`config.mk`:
```
export PLATFORM = sky130hd
export DESIGN_NAME = rr_mux_nx1_flat
export DESIGN_NICKNAME = d
export VERILOG_FILES = /design/src/rtl/rr_mux_nx1_if.sv /design/src/rtl/rr_mux_nx1.sv /design/src/flat_wrapper.sv
export SDC_FILE = /design/constraint.sdc
export NUM_CORES = 1
export LEC_CHECK = 0
export CAP_MARGIN = 15
export CORE_MARGIN = 4
export CORE_UTILIZATION = 35
export DETAILED_ROUTE_END_ITERATION = 16
export GPL_ROUTABILITY_DRIVEN = 1
export PLACE_DENSITY = 0.79
export SYNTH_ARGS = -nofsm -noshare
export SYNTH_HDL_FRONTEND = slang
export SYNTH_SLANG_ARGS = --single-unit
```
`constraint.sdc`:
```
create_clock -name clk -period 2.1 [get_ports clk]
set_input_delay 0.42 -clock clk [delete_from_list [all_inputs] [get_ports clk]]
set_output_delay 0.42 -clock clk [all_outputs]
set_load 0.02 [all_outputs]
```
`src/rtl/rr_mux_nx1_if.sv`:
```
// rr_mux_nx1_if: handshake bundle between N producers, the mux and one consumer
interface rr_mux_nx1_if #(
    parameter int WIDTH = 8,
    parameter int N     = 4
);
    localparam int SELW = $clog2(N);
    logic              mode;
    logic [SELW-1:0]   sel;
    logic [N*WIDTH-1:0] in_data;
    logic [N-1:0]      in_valid;
    logic [N-1:0]      in_ready;
    logic [WIDTH-1:0]  out_data;
    logic [SELW-1:0]   out_ch;
    logic              out_valid;
    logic              out_ready;
    modport master (
        output mode, sel, in_data, in_valid, out_ready,
        input  in_ready, out_data, out_ch, out_valid
    );
    modport slave (
        input  mode, sel, in_data, in_valid, out_ready,
        output in_ready, out_data, out_ch, out_valid
    );
endinterface

```
`src/rtl/rr_mux_nx1.sv`:
```
// rr_mux_nx1: N-channel registered valid/ready mux with fixed or round-robin grant
module rr_mux_nx1 #(
    parameter int WIDTH = 8,
    parameter int N     = 4
) (
    input logic         clk,
    input logic         rst,
    rr_mux_nx1_if.slave bus
);
    localparam int SELW = $clog2(N);
    logic [SELW-1:0] rr_ptr;
    logic [SELW-1:0] gnt_idx;
    logic            gnt_any;
    logic            load_en;
    function automatic logic [SELW-1:0] wrap_add(input logic [SELW-1:0] p, input int i);
        int j;
        j = int'(p) + i;
        return SELW'(j >= N ? j - N : j);
    endfunction
    // Reset blocks acceptance so no producer sees a handshake whose word is discarded
    assign load_en = !rst && (!bus.out_valid || bus.out_ready);
    assign bus.in_ready = (load_en && gnt_any) ? (N'(1) << gnt_idx) : '0;
    // Grant: fixed channel, or first valid channel scanning upward from rr_ptr
    always_comb begin
        gnt_any = 1'b0;
        gnt_idx = '0;
        if (!bus.mode) begin
            gnt_any = (int'(bus.sel) < N) && bus.in_valid[bus.sel];
            gnt_idx = bus.sel;
        end else begin
            for (int i = N - 1; i >= 0; i--) begin
                if (bus.in_valid[wrap_add(rr_ptr, i)]) begin
                    gnt_any = 1'b1;
                    gnt_idx = wrap_add(rr_ptr, i);
                end
            end
        end
    end
    // Output register with same-cycle replacement; pointer advances past the winner
    always_ff @(posedge clk) begin
        if (rst) begin
            bus.out_valid <= 1'b0;
            bus.out_data  <= '0;
            bus.out_ch    <= '0;
            rr_ptr        <= '0;
        end else if (load_en) begin
            bus.out_valid <= gnt_any;
            if (gnt_any) begin
                bus.out_data <= bus.in_data[gnt_idx*WIDTH +: WIDTH];
                bus.out_ch   <= gnt_idx;
                if (bus.mode)
                    rr_ptr <= (gnt_idx == SELW'(N - 1)) ? '0 : gnt_idx + 1'b1;
            end
        end
    end
endmodule
```
`src/flat_wrapper.sv`:
```
// flat-port wrapper written by rule: the top's interface ports become plain ports
module rr_mux_nx1_flat 
#(
    parameter int WIDTH = 8,
    parameter int N     = 4
)
  (clk, rst, bus_mode, bus_sel, bus_in_data, bus_in_valid, bus_out_ready, bus_in_ready, bus_out_data, bus_out_ch, bus_out_valid);
  rr_mux_nx1_if #(.WIDTH(WIDTH), .N(N)) bus_i ();
  input logic clk;
  input logic rst;
  input wire logic [$bits(bus_i.mode)-1:0] bus_mode;
  input wire logic [$bits(bus_i.sel)-1:0] bus_sel;
  input wire logic [$bits(bus_i.in_data)-1:0] bus_in_data;
  input wire logic [$bits(bus_i.in_valid)-1:0] bus_in_valid;
  input wire logic [$bits(bus_i.out_ready)-1:0] bus_out_ready;
  output wire logic [$bits(bus_i.in_ready)-1:0] bus_in_ready;
  output wire logic [$bits(bus_i.out_data)-1:0] bus_out_data;
  output wire logic [$bits(bus_i.out_ch)-1:0] bus_out_ch;
  output wire logic [$bits(bus_i.out_valid)-1:0] bus_out_valid;
  assign bus_i.mode = bus_mode;
  assign bus_i.sel = bus_sel;
  assign bus_i.in_data = bus_in_data;
  assign bus_i.in_valid = bus_in_valid;
  assign bus_i.out_ready = bus_out_ready;
  assign bus_in_ready = bus_i.in_ready;
  assign bus_out_data = bus_i.out_data;
  assign bus_out_ch = bus_i.out_ch;
  assign bus_out_valid = bus_i.out_valid;
  rr_mux_nx1 #(.WIDTH(WIDTH), .N(N)) u_core (.clk(clk), .rst(rst), .bus(bus_i));
endmodule
```
==> results of run 1 <==
sequential cells by signal, indices dropped and copies added (netlist names):
name / count
u_core.bus.out_valid: 1
u_core.bus.out_ch: 2
u_core.rr_ptr: 2
u_core.bus.out_data: 8
synthesized netlist by cell type (2+ instances only):
| cell type | count | area (um^2) |
|---|---|---|
| o21ai_0 | 4 | 20.0 |
| inv_2 | 2 | 7.51 |
| a21oi_1 | 5 | 25.0 |
| dfxtp_1 | 13 | 260 |
| nand2_1 | 16 | 60.1 |
| nand2b_1 | 2 | 12.5 |
| buf_6 | 2 | 22.5 |
| nor2_1 | 9 | 33.8 |
| inv_1 | 2 | 7.51 |
| o22ai_1 | 2 | 12.5 |
| o221ai_1 | 8 | 70.1 |
| mux2i_1 | 16 | 160 |
through the flow:
step	cells	utilization	setup WS, ns
2_1_floorplan	96	-	0.0519
3_3_place_gp	199	0.700	-0.875
3_5_place_dp	199	0.700	-0.906
4_1_cts	211	0.766	-0.0475
5_1_grt	212	0.809	-0.145
6_report	212	0.809	-0.0862
critical path, stage by stage, from the launching register on:
cell	delay [ns]
dfxtp_4	0.38
a21oi_2	0.06
o21ai_1	0.17
o2bb2a_4	0.18
mux2_4	0.27
ha_4	0.16
and2_4	0.13
buf_6	0.12
worst paths after layout:
kind / startpoint / endpoint / slack, ns / cells past startpoint
worst min register to register: u_core.bus.out_data[5] / u_core.bus.out_data[5] / 0.48 / 2
worst min-delay path: u_core.bus.out_data[5] / u_core.bus.out_data[5] / 0.48 / 2
worst max-delay path: u_core.rr_ptr[1] / bus_in_ready[3] / -0.09 / 7
worst max register to register: u_core.rr_ptr[1] / u_core.bus.out_data[2] / 0.04 / 12
power by group through the flow:
stage	Clock (uW)	Combinational [uW]	Sequential (uW)
4_1_cts	163	433	300
2_1_floorplan	0	138	342
5_1_grt	180	518	306
3_5_place_dp	0	394	304
3_3_place_gp	0	388	303
6_report	166	492	302
final cells by class:
type / count / area share
Timing Repair Buffer: 86 / 0.430
Multi-Input combinational cell: 77 / 0.384
Sequential cell: 13 / 0.145
Tap cell: 28 / 0.0192
Clock buffer: 4 / 0.0144
Inverter: 4 / 0.00824
kinds of logic (layout without fill, tap and decap cells):
family          after synthesis  count (layout)  synth area share
fa+ha+maj                     1               1            0.0149
mux                          18              18             0.230
simple gates                 32              32             0.166
flops                        13              13             0.309
compound gates               26              26             0.235
buf+inv                       6              94            0.0446
layer usage:
| metal | GRT usage | routed length, um | up-vias |
|---|---|---|---|
| met5 | 0 | 0 | - |
| met2 | 0.367 | 2020 | 67 |
| met4 | 0.0695 | 159 | 0 |
| met1 | 0.221 | 1380 | 548 |
| li1 | - | - | 537 |
| met3 | 0.0588 | 246 | 18 |
timing repair:
| item | 4_1_cts | 5_1_grt |
|---|---|---|
| resized for setup | 67 | 23 |
| pin swaps | 10 | 10 |
| endpoints found under the setup margin | 12 | 12 |
| buffers inserted | 8 | 2 |
| hold buffers | 0 | 0 |
==> impl_metrics.toml, run 1 <==
[sta]
max_freq_ghz = 0.457
fin_crit_ns = 2.19
worst_slack_ns = -0.0862
relSlewSlack = 0.774
tns_ns = -0.192
hold_violations = 0
period_share = 1.04
tightest_slew_ns = 0.337
setup_violations = 4
rsz0062_at_grt = "yes"
hold_slack_ns = 0.476
slew_viol_final = 0
skew_ns = 0.00321

[synth]
syn_area_um2 = 842
syn-num-nets = 139
postSynthCellCount = 96
yosys.cell_types.count = 27
synth-seq-cells = 13
synthArstFlopShare = 0
syn_area_per_cell_um2 = 8.77
synth-edff-count = 0
ys.flop_type = "dfxtp_1"
ys_warn_count = 0
yosysSeqAreaShare = 0.309

[critical_path]
cp.arrival_ns = 1.77
endpoint_kind = "output port"
criticalPathCategory = "reg2out"
crit_fanout = 6
required_ns = 1.68
start_kind = "register"

[power_and_ir_drop]
comb_power_share = 0.513
power_switching_uw = 337
seqPwrFrac = 0.314
power_density_nw_per_um2 = 527
p_int_uw = 623
ir_drop_v = 0.000578
power.switching_fraction = 0.351
clock_power_share = 0.173
p_leak_uw = 0.000775
finalPower_uw = 960

[cells_and_area]
stdcell_area_um2 = 1820
syn2layout_area_growth_pct = 116
fillers = 131
ff_latch_area_um2 = 264
antennaDiodeCount = 0
final_common_cell = "clkdlybuf4s50_1"
final_cell_mix = "45 x clkdlybuf4s50_1, 28 x buf_4, 16 x mux2i_1"
drive_gt1_frac = 0.402
multi_input_comb_area_um2 = 699
finalNetCount = 228

[placement]
dp_hpwl_mm = 2.24
port-buffer-count = 56
gp_congestion = 0.807
postPlaceCellArea_um2 = 1580

[die]
die_w_um = 57.1
initial_utilization = 0.373
ios = 57
coreArea_um2 = 2250
die_y_um = 57.1
die-area_um2 = 3250
rows = 17

[grt]
grt_overflow = 0
grt_use_total = 0.202
grt_max_degree = 17
antenna_found_initial = 0
grt_pass1_vias = 1148
grt_pass1_wl_mm = 5.20

[routing]
drt_iter0_markers = 19
ant_nets = 0
drt_first_pass_iters = 4
vias_per_cell = 5.52
vias = 1170
drt-total-wl_mm = 3.81
drc = 0
post_drt_wl_per_cell_um = 18.0

[clock_tree]
clkLatencyLatePin_ns = 0.29
cts_tree = "built"
clk_pin_slew_ns = 0.08
htree_levels = 1
cts_sinks = 13
cts.root.buffer_cell = "clkbuf_4"
cts_buffer_depth = 2
tritoncts.num_buffers = 3

[run_status]
violations = "negative setup slack"
status = "finished with violations"

[run]
cap_violations = 0

[min_path]
hold_class = "reg2reg"
Note: power is estimated with default switching activity, not from simulation.
==> run 2, diff against run 1 <==
Settings changed: CORE_ASPECT_RATIO set to 0.8, PLACE_DENSITY 0.79 to 0.88.
==> impl_metrics.toml, run 2 (synthesized netlist as in run 1, its figures left out) <==
[run_status]
status = "finished with violations"
violations = "negative setup slack"

[critical_path]
path_cells = "buf_6, nand2b_4, a21oi_4, o21ai_2, o22ai_2, inv_2, ha_4, and2_4, buf_6"
required_ns = 1.68
critPathBufInv = 3
worst-r2r-cell-count = 12
path_common_cell = "buf_6"
cp_top_family = "compound AO/OA/AOI/OAI gates"
criticalPathCategory = "reg2out"
start_kind = "register"
startpoint = "u_core.rr_ptr[1]"
r2r_start = "u_core.rr_ptr[1]"
endpoint_kind = "output port"
cp.arrival_ns = 1.88
worstSetupPathDepth = 9
crit_fanout = 6
critPathSlowestCell = "dfxtp_4"
cpPeakStageDelay_ns = 0.38

[clock_tree]
htree_levels = 1
clk_pin_slew_ns = 0.09
postCtsHoldBufs = 0
cts_sinks = 13
cts.root.buffer_cell = "clkbuf_4"
cts_buffer_depth = 2
clkLatencyLatePin_ns = 0.29
tritoncts.num_buffers = 3
cts_tree = "built"

[placement]
gp_congestion = 0.849
port-buffer-count = 56
dp_hpwl_mm = 2.79
placedCellCount = 203

[sta]
max_freq_ghz = 0.436
relSlewSlack = 0.731
rsz0062_at_grt = "yes"
tightest_slew_ns = 0.402
hold_slack_ns = 0.477
skew_ns = 0.0123
period_share = 1.09
worst_slack_ns = -0.196
slew_viol_final = 0
fin_crit_ns = 2.30
setup_violations = 12
hold_violations = 0

[cells_and_area]
largest_reg_flops = 8
final_cell_mix = "45 x clkdlybuf4s50_1, 38 x buf_4, 16 x mux2i_1"
regMostFlops = "u_core.bus.out_data"
antennaDiodeCount = 0
instances_no_fill = 218
finalNetCount = 237
largestRegisters = "u_core.bus.out_data: 8 flops, u_core.bus.out_ch: 2 flops, u_core.rr_ptr: 2 flops"
drive_gt1_frac = 0.415
syn2layout_area_growth_pct = 122
final_common_cell = "clkdlybuf4s50_1"

[routing]
post_drt_wl_per_cell_um = 18.7
drc = 0
drt-total-wl_mm = 4.09
drt_iter0_markers = 54
vias_per_cell = 5.74
vias = 1251
ant_nets = 0
drt_first_pass_iters = 4

[grt]
grt_max_degree = 10
grt_pass1_vias = 1391
antenna_found_initial = 0
grt_use_total = 0.262
grt_pass1_wl_mm = 6.46
grt_overflow = 0

[min_path]
hold_class = "reg2reg"
hold_depth = 2
min_from = "u_core.bus.out_data[7]"

[power_and_ir_drop]
power_density_nw_per_um2 = 524
p_leak_uw = 0.000809
ir_drop_v = 0.000368

[die]
coreArea_um2 = 2210
initial_utilization = 0.380
ios = 57
die_y_um = 51.9
rows = 15
die-area_um2 = 3260
die_w_um = 62.8

[run]
cap_violations = 0
## run 2: power breakdown
part	total (uW)	internal, uW	switching [uW]
clock	165	73.8	91.6
sequential	304	281	22.8
combinational	511	279	232
## run 2: path summary, 6_finish.rpt
path,endpoint,slack (ns)
setup / recovery,bus_in_ready[3],-0.20
hold reg to reg,u_core.bus.out_data[7],0.48
hold / removal,u_core.bus.out_data[7],0.48
setup reg to reg,u_core.bus.out_data[6],-0.13
## run 2: tightest hold or removal path, cell delays in order (launching register included)
cell      delay, ns
dfxtp_1        0.33
nand2_1        0.07
o221ai_2       0.05
## run 2: layout make-up
type	instances	area [um^2]
tap	25	31.3
clock buffer	4	26.3
fill	126	342
sequential	13	264
multi-input combinational	77	696
inverter	4	15.0
timing repair buffer	95	841
## run 2: per-stage QoR
stage                     cell area, um^2  setup slack [ns]  TNS [ns]  utilization  power (uW)
after global placement               1630            -0.848     -5.48        0.735         704
after detailed placement             1630            -0.911     -6.48        0.735         723
after floorplan                       842            0.0519         0            -         480
after global routing                 1870            -0.279     -2.05        0.846        1020
final                                1870            -0.196     -1.41        0.846         981
after CTS                            1800            -0.133    -0.325        0.811         927
## run 2: per-layer routing
| layer | global-route usage | share of wire | up-vias |
|---|---|---|---|
| met5 | 0 | 0 | - |
| met4 | 0.212 | 0.068 | 0 |
| met3 | 0.0605 | 0.065 | 30 |
| met2 | 0.515 | 0.52 | 92 |
| met1 | 0.235 | 0.35 | 576 |
| li1 | - | - | 553 |
## run 2: timing repair
| item | 4_1_cts | 5_1_grt |
|---|---|---|
| buffers inserted | 12 | 1 |
| endpoints found under the setup margin | 10 | 13 |
| pin swaps | 6 | 9 |
| cloned | 0 | 0 |
| resized for setup | 61 | 17 |
==> run 3, diff against run 2 <==
Settings changed: CORE_UTILIZATION 35 to 36, CTS_BUF_LIST set to sky130_fd_sc_hd__clkbuf_8, HOLD_SLACK_MARGIN set to 0.03, PLACE_DENSITY 0.88 to 0.9.
==> impl_metrics.toml, run 3 (synthesized netlist as in run 1, its figures left out) <==
[run_status]
status = "finished with violations"
violations = "negative setup slack"

[routing]
drc = 0
vias_per_cell = 5.44
vias = 1175
drt_first_pass_iters = 4
drt_iter0_markers = 32
ant_nets = 0
drt-total-wl_mm = 3.65
post_drt_wl_per_cell_um = 16.9

[critical_path]
r2r_start = "u_core.rr_ptr[1]"
worstReg2RegEnd = "u_core.bus.out_data[0]"
worst-r2r-cell-count = 11
criticalPathCategory = "reg2out"
cp.arrival_ns = 1.73
start_kind = "register"
required_ns = 1.68
reg2reg_slack_ns = 0.06
crit_fanout = 4
endpoint_kind = "output port"
crit_end = "bus_in_ready[3]"
startpoint = "u_core.rr_ptr[1]"

[clock_tree]
cts_sinks = 13
cts_tree = "built"
clkLatencyLatePin_ns = 0.24
htree_levels = 1
cts_buffer_depth = 2
clk_pin_slew_ns = 0.06
cts.root.buffer_cell = "clkbuf_8"
tritoncts.num_buffers = 3

[sta]
max_freq_ghz = 0.465
tightest_slew_ns = 0.377
skew_ns = 0.00189
worst_slack_ns = -0.0504
fin_crit_ns = 2.15
setup_violations = 3
hold_violations = 0
rsz0062_at_grt = "yes"
slew_viol_final = 0
period_share = 1.02
relSlewSlack = 0.748

[grt]
grt_pass1_wl_mm = 5.56
grt_overflow = 0
grt_use_total = 0.235
grt_max_degree = 10
grt_pass1_vias = 1204
antenna_found_initial = 0

[placement]
gp_congestion = 0.929
placedCellCount = 200
port-buffer-count = 56
postPlaceCellArea_um2 = 1610
dp_hpwl_mm = 2.52
pre_cts_slack_ns = -0.884

[cells_and_area]
largest_reg_flops = 8
antennaDiodeCount = 0
ff_latch_area_um2 = 262
largestRegisters = "u_core.bus.out_data: 8 flops, u_core.bus.out_ch: 2 flops, u_core.rr_ptr: 2 flops"
final_common_cell = "clkdlybuf4s50_1"
stdcell_area_um2 = 1820
fin_util = 0.830
syn2layout_area_growth_pct = 116
multi_input_comb_area_um2 = 653
instances_no_fill = 216
finalNetCount = 235
final_cell_mix = "45 x clkdlybuf4s50_1, 35 x buf_4, 16 x mux2i_1"
drive_gt1_frac = 0.393
regMostFlops = "u_core.bus.out_data"
fillers = 129

[die]
coreArea_um2 = 2200
die-area_um2 = 3180
die_y_um = 51.3
die_w_um = 62.1
rows = 15
initial_utilization = 0.383
ios = 57

[power_and_ir_drop]
ir_drop_v = 0.000646
p_leak_uw = 0.000806
finalPower_uw = 1000
power_density_nw_per_um2 = 550

[min_path]
hold_class = "reg2reg"

[run]
cap_violations = 0
## run 3: worst min path at each step
stage | from | endpoint | slack [ns] | cells past startpoint
6_report | u_core.bus.out_ch[1] | u_core.bus.out_ch[1] | 0.47 | 2
5_1_grt | u_core.bus.out_ch[1] | u_core.bus.out_ch[1] | 0.49 | 2
4_1_cts | u_core.bus.out_data[2] | u_core.bus.out_data[2] | 0.47 | 2
3_5_place_dp | u_core.bus.out_data[2] | u_core.bus.out_data[2] | 0.45 | 2
3_3_place_gp | u_core.bus.out_ch[1] | u_core.bus.out_ch[1] | 0.44 | 2
2_1_floorplan | rst | u_core.rr_ptr[1] | 0.49 | 1
## run 3: worst max-delay path, stage by stage, from the launching register on
cell	delay (ns)
dfxtp_2	0.34
buf_6	0.11
nand2b_4	0.13
a21oi_2	0.13
o21ai_2	0.07
o22ai_2	0.19
inv_2	0.10
ha_4	0.16
and2_4	0.13
buf_6	0.12
## run 3: per-layer routing
layer  GRT usage  share of wire  up-vias
met4      0.0671          0.017        0
met1       0.267           0.40      568
met3      0.0379          0.069        8
met2       0.434           0.51       48
li1            -              -      551
met5           0              0        -
## run 3: what timing repair did
action	CTS	global route
gates resized for setup	63	9
buffers inserted	12	1
endpoints found under the hold margin	0	0
hold buffers	0	0
pin swaps	8	3
endpoints found under the setup margin	12	13
## run 3: final cells by class
| class | instances | area share |
|---|---|---|
| clock buffer | 3 | 0.0226 |
| clock inverter | 1 | 0.00206 |
| inverter | 4 | 0.00824 |
| multi-input combinational | 77 | 0.358 |
| sequential | 13 | 0.143 |
| tap | 25 | 0.0172 |
| timing repair buffer | 93 | 0.448 |
## run 3: power by group
group / total (uW) / switching, uW / leakage, uW / internal (uW)
Sequential: 302 / 20.1 / 0.000108 / 282
Combinational: 478 / 211 / 0.000671 / 267
Clock: 222 / 92.8 / 0.0000269 / 129
Total: 1000 / 324 / 0.000806 / 678
## run 3: per-stage QoR
stage          hold slack [ns]  TNS [ns]
2_1_floorplan            0.489         0
3_3_place_gp             0.438     -5.35
3_5_place_dp             0.453     -6.04
4_1_cts                  0.466   -0.0309
5_1_grt                  0.492    -0.594
6_report                 0.470    -0.119
